--- src/rtl/trap_pkg.sv ---
// Shared encodings for the trap sequencer: FSM states, stage indices,
// return-PC selects, interrupt cause codes and per-stage kill masks.
package trap_pkg;

  typedef enum logic [2:0] {
    ST_IDLE     = 3'd0,
    ST_HOLD     = 3'd1,
    ST_COMMIT   = 3'd2,
    ST_REDIRECT = 3'd3,
    ST_MRET     = 3'd4
  } state_e;

  localparam int STG_IF  = 0;
  localparam int STG_ID  = 1;
  localparam int STG_EXE = 2;
  localparam int STG_MEM = 3;

  localparam logic [1:0] PCSEL_IF  = 2'b00;
  localparam logic [1:0] PCSEL_ID  = 2'b01;
  localparam logic [1:0] PCSEL_EXE = 2'b11;
  localparam logic [1:0] PCSEL_MEM = 2'b10;

  localparam logic [3:0] IRQ_MSI = 4'd3;
  localparam logic [3:0] IRQ_MTI = 4'd7;
  localparam logic [3:0] IRQ_MEI = 4'd11;

  localparam logic [3:0] FLUSH_NONE = 4'b0000;
  localparam logic [3:0] FLUSH_IF   = 4'b0001;
  localparam logic [3:0] FLUSH_ID   = 4'b0011;
  localparam logic [3:0] FLUSH_EXE  = 4'b0111;
  localparam logic [3:0] FLUSH_MEM  = 4'b1111;
  localparam logic [3:0] FLUSH_ALL  = 4'b1111;

  // Kill mask for the faulting stage and everything younger; interrupts map to EXE.
  function automatic logic [3:0] flush_for(input logic [1:0] pc_sel);
    case (pc_sel)
      PCSEL_MEM: return FLUSH_MEM;
      PCSEL_EXE: return FLUSH_EXE;
      PCSEL_ID:  return FLUSH_ID;
      default:   return FLUSH_IF;
    endcase
  endfunction

endpackage

--- src/rtl/trap_sequencer_if.sv ---
// Bus between the pipeline hazard unit / CSR file (master) and the
// trap sequencer (slave).
interface trap_sequencer_if;
  logic [3:0]  exc_vld;
  logic [15:0] exc_code;
  logic [2:0]  irq_pend;
  logic [2:0]  irq_en;
  logic        mstatus_mie;
  logic        mret_req;
  logic        pipe_idle;

  logic        stall;
  logic [3:0]  flush;
  logic        trap_wr;
  logic        trap_int;
  logic [3:0]  trap_code;
  logic [1:0]  pc_sel;
  logic        mret_wr;
  logic        redirect_vld;
  logic        redirect_src;
  logic        drain_to;

  modport master (
    output exc_vld, exc_code, irq_pend, irq_en, mstatus_mie, mret_req, pipe_idle,
    input  stall, flush, trap_wr, trap_int, trap_code, pc_sel,
           mret_wr, redirect_vld, redirect_src, drain_to
  );

  modport slave (
    input  exc_vld, exc_code, irq_pend, irq_en, mstatus_mie, mret_req, pipe_idle,
    output stall, flush, trap_wr, trap_int, trap_code, pc_sel,
           mret_wr, redirect_vld, redirect_src, drain_to
  );
endinterface

--- src/rtl/trap_prio_enc.sv ---
// Combinational selection of the single event to take: oldest exception,
// then MRET (only if MEM/EXE are clean), then enabled interrupts.
module trap_prio_enc
  import trap_pkg::*;
(
  input  logic [3:0]  exc_vld_i,
  input  logic [15:0] exc_code_i,
  input  logic [2:0]  irq_pend_i,
  input  logic [2:0]  irq_en_i,
  input  logic        mstatus_mie_i,
  input  logic        mret_req_i,
  output logic        take_o,
  output logic        is_mret_o,
  output logic        int_o,
  output logic [3:0]  code_o,
  output logic [1:0]  pc_sel_o
);

  logic [3:0] stage_code [4];
  logic [2:0] irq_act;

  generate
    for (genvar gi = 0; gi < 4; gi++) begin : g_stage_code
      assign stage_code[gi] = exc_code_i[4*gi +: 4];
    end
  endgenerate

  // Bit order is {MEI, MTI, MSI}.
  assign irq_act = irq_pend_i & irq_en_i & {3{mstatus_mie_i}};

  always_comb begin
    take_o    = 1'b0;
    is_mret_o = 1'b0;
    int_o     = 1'b0;
    code_o    = 4'd0;
    pc_sel_o  = PCSEL_IF;
    if (exc_vld_i[STG_MEM]) begin
      take_o   = 1'b1;
      code_o   = stage_code[STG_MEM];
      pc_sel_o = PCSEL_MEM;
    end else if (exc_vld_i[STG_EXE]) begin
      take_o   = 1'b1;
      code_o   = stage_code[STG_EXE];
      pc_sel_o = PCSEL_EXE;
    end else if (mret_req_i) begin
      take_o    = 1'b1;
      is_mret_o = 1'b1;
    end else if (exc_vld_i[STG_ID]) begin
      take_o   = 1'b1;
      code_o   = stage_code[STG_ID];
      pc_sel_o = PCSEL_ID;
    end else if (exc_vld_i[STG_IF]) begin
      take_o   = 1'b1;
      code_o   = stage_code[STG_IF];
      pc_sel_o = PCSEL_IF;
    end else if (irq_act[2]) begin
      take_o   = 1'b1;
      int_o    = 1'b1;
      code_o   = IRQ_MEI;
      pc_sel_o = PCSEL_EXE;
    end else if (irq_act[0]) begin
      take_o   = 1'b1;
      int_o    = 1'b1;
      code_o   = IRQ_MSI;
      pc_sel_o = PCSEL_EXE;
    end else if (irq_act[1]) begin
      take_o   = 1'b1;
      int_o    = 1'b1;
      code_o   = IRQ_MTI;
      pc_sel_o = PCSEL_EXE;
    end
  end

endmodule

--- src/rtl/trap_sequencer.sv ---
// Trap-entry / MRET sequencer: picks an event in IDLE, stalls and drains the
// pipeline, issues one CSR trap write, then redirects fetch.
module trap_sequencer
  import trap_pkg::*;
#(
  parameter int DRAIN_MAX = 15,
  parameter int CNT_W     = 8
) (
  input  logic             clk,
  input  logic             rst,
  trap_sequencer_if.slave  bus
);

  localparam logic [CNT_W-1:0] CNT_LAST = CNT_W'(DRAIN_MAX - 1);

  state_e           state_q, state_d;
  logic [CNT_W-1:0] cnt_q, cnt_d;
  logic             int_q, int_d;
  logic [3:0]       code_q, code_d;
  logic [1:0]       pc_sel_q, pc_sel_d;
  logic             drain_to_q, drain_to_d;

  logic       take;
  logic       is_mret;
  logic       enc_int;
  logic [3:0] enc_code;
  logic [1:0] enc_pc_sel;

  trap_prio_enc u_prio (
    .exc_vld_i     (bus.exc_vld),
    .exc_code_i    (bus.exc_code),
    .irq_pend_i    (bus.irq_pend),
    .irq_en_i      (bus.irq_en),
    .mstatus_mie_i (bus.mstatus_mie),
    .mret_req_i    (bus.mret_req),
    .take_o        (take),
    .is_mret_o     (is_mret),
    .int_o         (enc_int),
    .code_o        (enc_code),
    .pc_sel_o      (enc_pc_sel)
  );

  always_comb begin
    state_d    = state_q;
    cnt_d      = cnt_q;
    int_d      = int_q;
    code_d     = code_q;
    pc_sel_d   = pc_sel_q;
    drain_to_d = drain_to_q;
    case (state_q)
      ST_IDLE: begin
        if (take) begin
          cnt_d = '0;
          if (is_mret) begin
            state_d = ST_MRET;
          end else begin
            state_d  = ST_HOLD;
            int_d    = enc_int;
            code_d   = enc_code;
            pc_sel_d = enc_pc_sel;
          end
        end
      end
      ST_HOLD: begin
        cnt_d = cnt_q + 1'b1;
        if (bus.pipe_idle) begin
          state_d = ST_COMMIT;
        end else if (cnt_q == CNT_LAST) begin
          state_d    = ST_COMMIT;
          drain_to_d = 1'b1;
        end
      end
      ST_COMMIT: state_d = ST_REDIRECT;
      ST_REDIRECT: begin
        state_d  = ST_IDLE;
        cnt_d    = '0;
        int_d    = 1'b0;
        code_d   = 4'd0;
        pc_sel_d = PCSEL_IF;
      end
      ST_MRET: state_d = ST_IDLE;
      default: state_d = ST_IDLE;
    endcase
  end

  always_ff @(posedge clk) begin
    if (rst) begin
      state_q    <= ST_IDLE;
      cnt_q      <= '0;
      int_q      <= 1'b0;
      code_q     <= 4'd0;
      pc_sel_q   <= PCSEL_IF;
      drain_to_q <= 1'b0;
    end else begin
      state_q    <= state_d;
      cnt_q      <= cnt_d;
      int_q      <= int_d;
      code_q     <= code_d;
      pc_sel_q   <= pc_sel_d;
      drain_to_q <= drain_to_d;
    end
  end

  // Strobes are pure state decodes so they can never leak outside their state.
  always_comb begin
    case (state_q)
      ST_HOLD:     bus.flush = flush_for(pc_sel_q);
      ST_REDIRECT: bus.flush = FLUSH_ALL;
      ST_MRET:     bus.flush = FLUSH_EXE;
      default:     bus.flush = FLUSH_NONE;
    endcase
  end

  assign bus.stall        = (state_q != ST_IDLE);
  assign bus.trap_wr      = (state_q == ST_COMMIT);
  assign bus.mret_wr      = (state_q == ST_MRET);
  assign bus.redirect_vld = (state_q == ST_REDIRECT) || (state_q == ST_MRET);
  assign bus.redirect_src = (state_q == ST_MRET);
  assign bus.trap_int     = int_q;
  assign bus.trap_code    = code_q;
  assign bus.pc_sel       = pc_sel_q;
  assign bus.drain_to     = drain_to_q;

endmodule

--- src/flat_wrapper.sv ---
// flat-port wrapper written by rule: the top's interface ports become plain ports
module trap_sequencer_flat import trap_pkg::*;
#(
  parameter int DRAIN_MAX = 15,
  parameter int CNT_W     = 8
)
  (clk, rst, bus_exc_vld, bus_exc_code, bus_irq_pend, bus_irq_en, bus_mstatus_mie, bus_mret_req, bus_pipe_idle, bus_stall, bus_flush, bus_trap_wr, bus_trap_int, bus_trap_code, bus_pc_sel, bus_mret_wr, bus_redirect_vld, bus_redirect_src, bus_drain_to);
  trap_sequencer_if bus_i ();
  input  logic clk;
  input  logic rst;
  input wire logic [$bits(bus_i.exc_vld)-1:0] bus_exc_vld;
  input wire logic [$bits(bus_i.exc_code)-1:0] bus_exc_code;
  input wire logic [$bits(bus_i.irq_pend)-1:0] bus_irq_pend;
  input wire logic [$bits(bus_i.irq_en)-1:0] bus_irq_en;
  input wire logic [$bits(bus_i.mstatus_mie)-1:0] bus_mstatus_mie;
  input wire logic [$bits(bus_i.mret_req)-1:0] bus_mret_req;
  input wire logic [$bits(bus_i.pipe_idle)-1:0] bus_pipe_idle;
  output wire logic [$bits(bus_i.stall)-1:0] bus_stall;
  output wire logic [$bits(bus_i.flush)-1:0] bus_flush;
  output wire logic [$bits(bus_i.trap_wr)-1:0] bus_trap_wr;
  output wire logic [$bits(bus_i.trap_int)-1:0] bus_trap_int;
  output wire logic [$bits(bus_i.trap_code)-1:0] bus_trap_code;
  output wire logic [$bits(bus_i.pc_sel)-1:0] bus_pc_sel;
  output wire logic [$bits(bus_i.mret_wr)-1:0] bus_mret_wr;
  output wire logic [$bits(bus_i.redirect_vld)-1:0] bus_redirect_vld;
  output wire logic [$bits(bus_i.redirect_src)-1:0] bus_redirect_src;
  output wire logic [$bits(bus_i.drain_to)-1:0] bus_drain_to;
  assign bus_i.exc_vld = bus_exc_vld;
  assign bus_i.exc_code = bus_exc_code;
  assign bus_i.irq_pend = bus_irq_pend;
  assign bus_i.irq_en = bus_irq_en;
  assign bus_i.mstatus_mie = bus_mstatus_mie;
  assign bus_i.mret_req = bus_mret_req;
  assign bus_i.pipe_idle = bus_pipe_idle;
  assign bus_stall = bus_i.stall;
  assign bus_flush = bus_i.flush;
  assign bus_trap_wr = bus_i.trap_wr;
  assign bus_trap_int = bus_i.trap_int;
  assign bus_trap_code = bus_i.trap_code;
  assign bus_pc_sel = bus_i.pc_sel;
  assign bus_mret_wr = bus_i.mret_wr;
  assign bus_redirect_vld = bus_i.redirect_vld;
  assign bus_redirect_src = bus_i.redirect_src;
  assign bus_drain_to = bus_i.drain_to;
  trap_sequencer #(.DRAIN_MAX(DRAIN_MAX), .CNT_W(CNT_W)) u_core (.clk(clk), .rst(rst), .bus(bus_i));
endmodule
--- config.mk ---
export PLATFORM = sky130hd
export DESIGN_NAME = trap_sequencer_flat
export DESIGN_NICKNAME = d
export VERILOG_FILES = /design/src/rtl/trap_pkg.sv /design/src/rtl/trap_sequencer_if.sv /design/src/rtl/trap_prio_enc.sv /design/src/rtl/trap_sequencer.sv /design/src/flat_wrapper.sv
export SDC_FILE = /design/constraint.sdc
export NUM_CORES = 1
export LEC_CHECK = 0
export ABC_CLOCK_PERIOD_IN_PS = 2200
export CAP_MARGIN = 20
export CORE_MARGIN = 2
export CORE_UTILIZATION = 40
export CTS_BUF_LIST = sky130_fd_sc_hd__clkbuf_4
export CTS_CLUSTER_DIAMETER = 120
export DETAILED_ROUTE_END_ITERATION = 8
export PLACE_DENSITY_LB_ADDON = 0.15
export SYNTH_ARGS = -nofsm -noshare
export SYNTH_HDL_FRONTEND = slang
export SYNTH_SLANG_ARGS = --single-unit
--- constraint.sdc ---
create_clock -name clk -period 2.2 [get_ports clk]
set_input_delay 0.22 -clock clk [delete_from_list [all_inputs] [get_ports clk]]
set_output_delay 0.22 -clock clk [all_outputs]
set_load 0.03 [all_outputs]
* Yosys cells after proc, flatten, opt, wreduce, memory -nomap -nowiden
Index checks and enable logic that the tools add are counted.
** Storage, ports and cells
- Register bits after elaboration :: 19
- Word-level logic and storage cells :: 80
- Input bits :: 31
- Output and inout port bits :: 17
** Cells by class
- Bitwise logic cells :: 3
- Mux-type cells :: 50
- Reductions and logical operators :: 9
- $add $sub $neg :: 1
- Eq/ne operators :: 11
** Operators by type and width (number)
- 2-to-1 mux 4 bit :: 8
- case mux 4 bit (3 select lines) :: 2
- case mux 8 bit (3 select lines) :: 1
- 2-to-1 mux 2 bit :: 10
- 2-to-1 mux 1 bit :: 18
- 2-to-1 mux 3 bit :: 6
- case mux 3 bit (3 select lines) :: 1
- adder 8 x 1 -> 8 bit (second input constant) :: 1
- == test 8 x 4 -> 1 bit (second input constant) :: 1
- 2-to-1 mux 8 bit :: 1
- case mux 4 bit (2 select lines) :: 1
- AND 3 bit :: 2
- == test 3 x 2 -> 1 bit (second input constant) :: 2
- AND reduction 3 bit :: 2
- nonzero test 3 bit :: 2
- == test 2 bit (second input constant) :: 2
- case mux 2 bit (2 select lines) :: 1
- AND reduction 2 bit :: 2
- == test 3 x 1 -> 1 bit (second input constant) :: 1
- == test 3 bit (second input constant) :: 1
- logical NOT 3 bit :: 1
- inequality test 3 x 2 -> 1 bit (second input constant) :: 1
- == test 2 x 1 -> 1 bit (second input constant) :: 1
- inequality test 2 x 1 -> 1 bit (second input constant) :: 1
- other kinds (5) :: 5

* Depth between registers and ports, before layout
- Depth after elaboration :: 13
- Gate-level depth with buffers :: 6
- Mapped depth without buffers :: 6

* By module
A second synthesis with hierarchy kept.
** Second synthesis, totals
- Cells, all modules :: 147
- Area total of the unflattened synthesis :: 1224.9 sq um
** By module, submodules not included
- trap_sequencer :: sequential area each 380.4 sq um, times used 1, cells an instance 104, area an instance 918.4 sq um
- trap_prio_enc :: sequential area each 0.0 sq um, times used 1, cells an instance 43, area an instance 306.5 sq um

* Worst setup path before layout
Ideal clock, no wire load.
- Kind :: flip-flop to output port
- Start :: register u_core.state_q[1]
- End :: output port bus_flush[1]
- Buffers on the path :: 2
- Data arrival time :: 1545 ps
- Data required time :: 1980 ps
- Cell stages (with the launch flop) :: 5
- Setup slack :: 435 ps
- Cells stage by stage :: dfxtp_1 clkbuf_1 clkbuf_1 nor3_1 o21ai_0
** Between the ends
- Word-level cells in the longest chain between the ends :: 2
- Elaborated cells between the ends (all ways) :: 4
- Those cells by class :: 3 x eq/ne; 1 x mux
** RTL lines
- from (decl) :: line trap_sequencer.sv:16 : state_e state_q, state_d;
- from (signal assigned) :: line trap_sequencer.sv:95 : state_q <= state_d;
- == test 3 bit (tied with other cells) :: line trap_sequencer.sv:106 : case (state_q)
- case mux 4 bit (3 select lines) * :: line trap_sequencer.sv:106
- to (decl) :: line flat_wrapper.sv:19 : output wire logic [$bits(bus_i.flush)-1:0] bus_flush;
Mark *: on every way between the ends. The rest lies on a longest branch, timed or not.

* Worst setup path in the final report
- Start :: register u_core.state_q[0]
- End :: output port bus_redirect_vld
** Between the ends
- Word-level cells in the longest chain between the ends :: 2
- Elaborated cells between the ends (all ways) :: 3
- Those cells by class :: 2 x eq/ne; 1 x reduce/logical
** RTL lines
- == test 3 x 2 -> 1 bit or == test 3 bit (tied branches) :: line trap_sequencer.sv:117 : assign bus.redirect_vld = (state_q == ST_REDIRECT) || (state_q == ST_MRET);
- logical OR 1 bit * :: line trap_sequencer.sv:117
- to (decl) :: line flat_wrapper.sv:25 : output wire logic [$bits(bus_i.redirect_vld)-1:0] bus_redirect_vld;
Marks and branches as above.

==> summary.md <==
| Metric | Value |
|---|---|
| CP Cell Sequence | `nor2b_2 > nand2_1 > nand2_1 > clkdlybuf4s50_1` |
| Buffer and inverter count on the worst path | `1` |
| Clock period minus final worst setup slack | `2.05 ns` |
| Count of boundary I/O pins | `48` |
| Yosys top cell by area | `sky130_fd_sc_hd__dfxtp_1` |
| Deepest clock path buffer count | `2` |
| Routability Congestion | `just under 1` |
| Cell count after synthesis | `179` |
| Register-to-register path setup slack | `0.33 ns` |
| Proportion of layout cells with a drive suffix above 1 | `15.1%` |
| Insertion delay of the later-clocked pin in the worst-skew pair | `0.30 ns` |
| Commonest cells in the synthesized netlist | `sky130_fd_sc_hd__dfxtp_1 (19), sky130_fd_sc_hd__a21oi_1 (16), sky130_fd_sc_hd__nand2_1 (16), sky130_fd_sc_hd__inv_1 (9), sky130_fd_sc_hd__nor2_1 (8)` |
| Placement Cell Area | `0.00204 mm^2` |
| DRC marker count from the first detailed-route iteration | `116` |
| H-tree depth | `1` |
| Total gr overflow | `0` |
| Layout-stage area growth over the synthesis result | `40.8%` |
| Most frequent cell after synthesis | `sky130_fd_sc_hd__dfxtp_1` |
| Clock tree from TritonCTS | `built` |
| Total leakage power | `0.789 nW` |
| Slowest cell on the critical path | `sky130_fd_sc_hd__clkdlybuf4s50_1` |
| Nature of the critical path startpoint | `flip-flop` |
| Max-slew headroom | `66.9%` |
| Delay-heaviest family, CP | `buffers and inverters` |
| Post-CTS clock slew at the launch and capture registers of the worst setup and hold paths | `0.12 ns` |
| Initial Utilization | `41.0%` |
| Type of the worst setup path | `reg2out` |
| Area of the mapped netlist | `0.00148 mm^2` |
| Critical R2R Launch | `u_core.state_q[0]$_SDFFE_PP0P_` |
| Post-DP HPWL | `3240 um` |
| Met2 demand-to-capacity share in global routing | `between 40% and 50%` |
| Areal power density over the cells | `494 mW/mm^2` |
| GR Layer Usage met3 | `3.99%` |
| Mean routed wirelength per cell | `14.5 um` |
| Number of warning messages in the yosys log | `0` |
| Hold Crit Class | `reg2reg` |
| Drt first pass iters | `5` |
| Synth top area share | `between 20% and 30%` |
| Number of antenna violations at the first check in global routing | `0` |
| Die height | `64.8 um` |
| Overall global routing resource usage | `20.3%` |
| Worst-path fanout max | `10` |
| Async set-reset flop share out of synthesis | `0%` |
| Fillers | `about 320` |
| Endpoint class of the critical path | `primary output` |
| Layer carrying the most global-route usage | `met2` |
| Nets | `266` |
| Final-report hold violation count | `0` |
| Post-route DRC | `0` |
| Area of the die | `0.00420 mm^2` |
| FMAX | `between 400 and 500 MHz` |
| Number of nets still failing antenna checks after routing | `0` |
| Count of vias placed by the detailed router | `~1,600` |
| Width of the chip | `64.8 um` |
| Largest net degree at the start of global routing | `18` |
| Setup bufs post-CTS | `0` |
| Main synth FF type | `sky130_fd_sc_hd__dfxtp_1` |
| Routed Wire Length | `4070 um` |
| Count of input and output buffers | `47` |
| Number of buffers added by the clock tree synthesis step | `3` |
| Root Driver | `sky130_fd_sc_hd__clkbuf_4` |
| Status | `finished, final reports clean` |
| CP Data Required Time | `1.98 ns` |
| Number of stages on the worst setup path | `4` |
| Final period utilization | `93.2%` |
| Transition time at the pin with the least slew margin | `0.484 ns` |
| Reg2Reg Capture Point | `u_core.bus.trap_code[3]$_SDFFE_PP0P_` |
| First-pass GRT wire length | `6710 um` |
| Synth Register Bits | `19` |
| Worst ir drop on vdd | `438 uV` |
| Std-Cell Rows | `22` |
| CTS hold repair buffers | `0` |
| Average instance area after synthesis | `about 8.3 um^2` |
| Syn_nets | `212` |
| Max-cap check violation count | `0` |
| Number of global-route vias before repair | `around 1,500` |
| RSZ-0062 raised after global routing | `false` |
| Number of vias per cell | `approximately 5.7` |
| Largest clock skew in the final design | `between 0.01 and 0.015 ns` |
| Cell seen most often among critical-path stages | `sky130_fd_sc_hd__nand2_1` |
| Delay of the slowest critical-path stage | `0.67 ns` |
| Met1 GRT Util | `21.4%` |
| Crit path from | `u_core.state_q[0]$_SDFFE_PP0P_` |
| Final non-filler cell area | `0.00208 mm^2` |
| Critical path arrival | `between 1.5 and 2 ns` |
| Logic depth of the worst register-to-register path | `5` |
| Post-synth EDFFs | `0` |
| Worst min-delay path endpoint | `u_core.bus.trap_code[3]$_SDFFE_PP0P_` |
| Std-Cell Core Area | `approximately 0.0036 mm^2` |
| Diodes inserted | `0` |
| Hold Path Stages | `2` |
| Clock sink total | `19` |
| Number of max-slew violations in the final report | `0` |
| Most area-consuming cells after synthesis | `sky130_fd_sc_hd__dfxtp_1 (26%), sky130_fd_sc_hd__a2111oi_4 (5.6%), sky130_fd_sc_hd__a21oi_1 (5.4%), sky130_fd_sc_hd__nand2_1 (4.1%), sky130_fd_sc_hd__mux2i_1 (3.4%)` |
| Count of endpoints failing setup in the final report | `0` |
| Sequential fraction of the synthesis area | `25.7%` |
| Min Hold Slack | `0.474 ns` |
| Hold Crit Start | `u_core.bus.trap_code[3]$_SDFFE_PP0P_` |
| Post-synth cell types | `53` |
-- flip-flops by register name, summed over array words and instances (netlist names) --
register and count:
u_core.bus.drain_to 1, u_core.bus.pc_sel 2, u_core.bus.trap_code 4, u_core.bus.trap_int 1
u_core.cnt_q 8, u_core.state_q 3
-- worst reg2reg max path: stages (launching register included) --
cell and delay, ns:
sky130_fd_sc_hd__dfxtp_2 0.40, sky130_fd_sc_hd__buf_4 0.16, sky130_fd_sc_hd__or3_1 0.46, sky130_fd_sc_hd__a2111oi_4 0.26, sky130_fd_sc_hd__or3_1 0.30, sky130_fd_sc_hd__mux2i_1 0.22
-- cell families after synthesis --
family                   Yosys count  synth area share [%]
AO/OA/AOI/OAI                     61                  34.4
flip-flops                        19                  25.7
adder cells (fa/ha/maj)            2                  1.69
XOR/XNOR                           1                 0.592
buffers and inverters             22                  7.44
AND/OR/NAND/NOR                   69                  26.7
multiplexers                       5                  3.38
-- metrics by stage --
step,setup TNS [ns],std cells,util [%],power [mW],setup WS [ns]
after floorplan,0,179,-,0.678,0.435
after global placement,0,276,56.6,0.850,0.0434
after detailed placement,-0.0126,276,56.6,0.858,-0.0102
after CTS,0,280,57.4,1.04,0.00248
after global routing,0,280,57.7,1.09,0.00235
final,0,280,57.7,1.03,0.149
-- worst max path at each step --
stage                                                      end  slack, ns
final                                         bus_redirect_vld       0.15
after global routing                               bus_mret_wr      0.002
after CTS                                            bus_stall      0.002
after detailed placement  u_core.bus.trap_code[3]$_SDFFE_PP0P_      -0.01
after global placement    u_core.bus.trap_code[0]$_SDFFE_PP0P_       0.04
after floorplan                                   bus_flush[1]       0.43
-- area by class of cell --
type | instances | area (um^2) | area share (%)
multi-input cells | 138 | 991 | 47.6
repair buffers | 61 | 582 | 27.9
flip-flops and latches | 19 | 384 | 18.4
well taps | 48 | 60.1 | 2.88
inverters | 10 | 37.5 | 1.80
clock buffers | 3 | 22.5 | 1.08
clock inverters | 1 | 5.00 | 0.240
-- metal layers --
layer | wire length (um) | vias to the layer above | share of wire (%)
met5 | 0 | - | 0
met4 | 51 | 0 | 1.3
met3 | 177 | 6 | 4.3
met2 | 2180 | 38 | 54
met1 | 1660 | 745 | 41
li1 | - | 796 | -
-- what timing repair did --
action / in CTS / in global routing
endpoints found under the setup margin: 4 / 6
pin swaps: 0 / 0
gates resized for setup: 2 / 6
-- where the power goes --
group / switching [mW] / internal [mW]
logic: 0.230 / 0.204
registers: 0.0394 / 0.372
clock network: 0.114 / 0.0677
-- cells in the final DEF (no fill, tap or decap), types with 3 or more instances in the layout --
cell                              instances
sky130_fd_sc_hd__nor2_1                   8
sky130_fd_sc_hd__and2_1                   4
sky130_fd_sc_hd__a2111oi_4                3
sky130_fd_sc_hd__nand3_1                  3
sky130_fd_sc_hd__dfxtp_1                 16
sky130_fd_sc_hd__buf_4                   14
sky130_fd_sc_hd__clkbuf_4                 3
sky130_fd_sc_hd__nor2b_1                  4
sky130_fd_sc_hd__nand2_1                 16
sky130_fd_sc_hd__or4_1                    4
sky130_fd_sc_hd__or3_1                    5
sky130_fd_sc_hd__a211o_1                  4
sky130_fd_sc_hd__dlymetal6s2s_1           3
sky130_fd_sc_hd__o41ai_1                  3
sky130_fd_sc_hd__mux2i_1                  5
sky130_fd_sc_hd__a21oi_1                 16
sky130_fd_sc_hd__inv_1                    9
sky130_fd_sc_hd__dfxtp_2                  3
sky130_fd_sc_hd__o31ai_1                  6
sky130_fd_sc_hd__nand2b_1                 3
sky130_fd_sc_hd__clkdlybuf4s50_1         43
sky130_fd_sc_hd__nor3_1                   7
sky130_fd_sc_hd__o211ai_1                 5
sky130_fd_sc_hd__o21ai_0                  3
(Power assumes the default switching activity.)
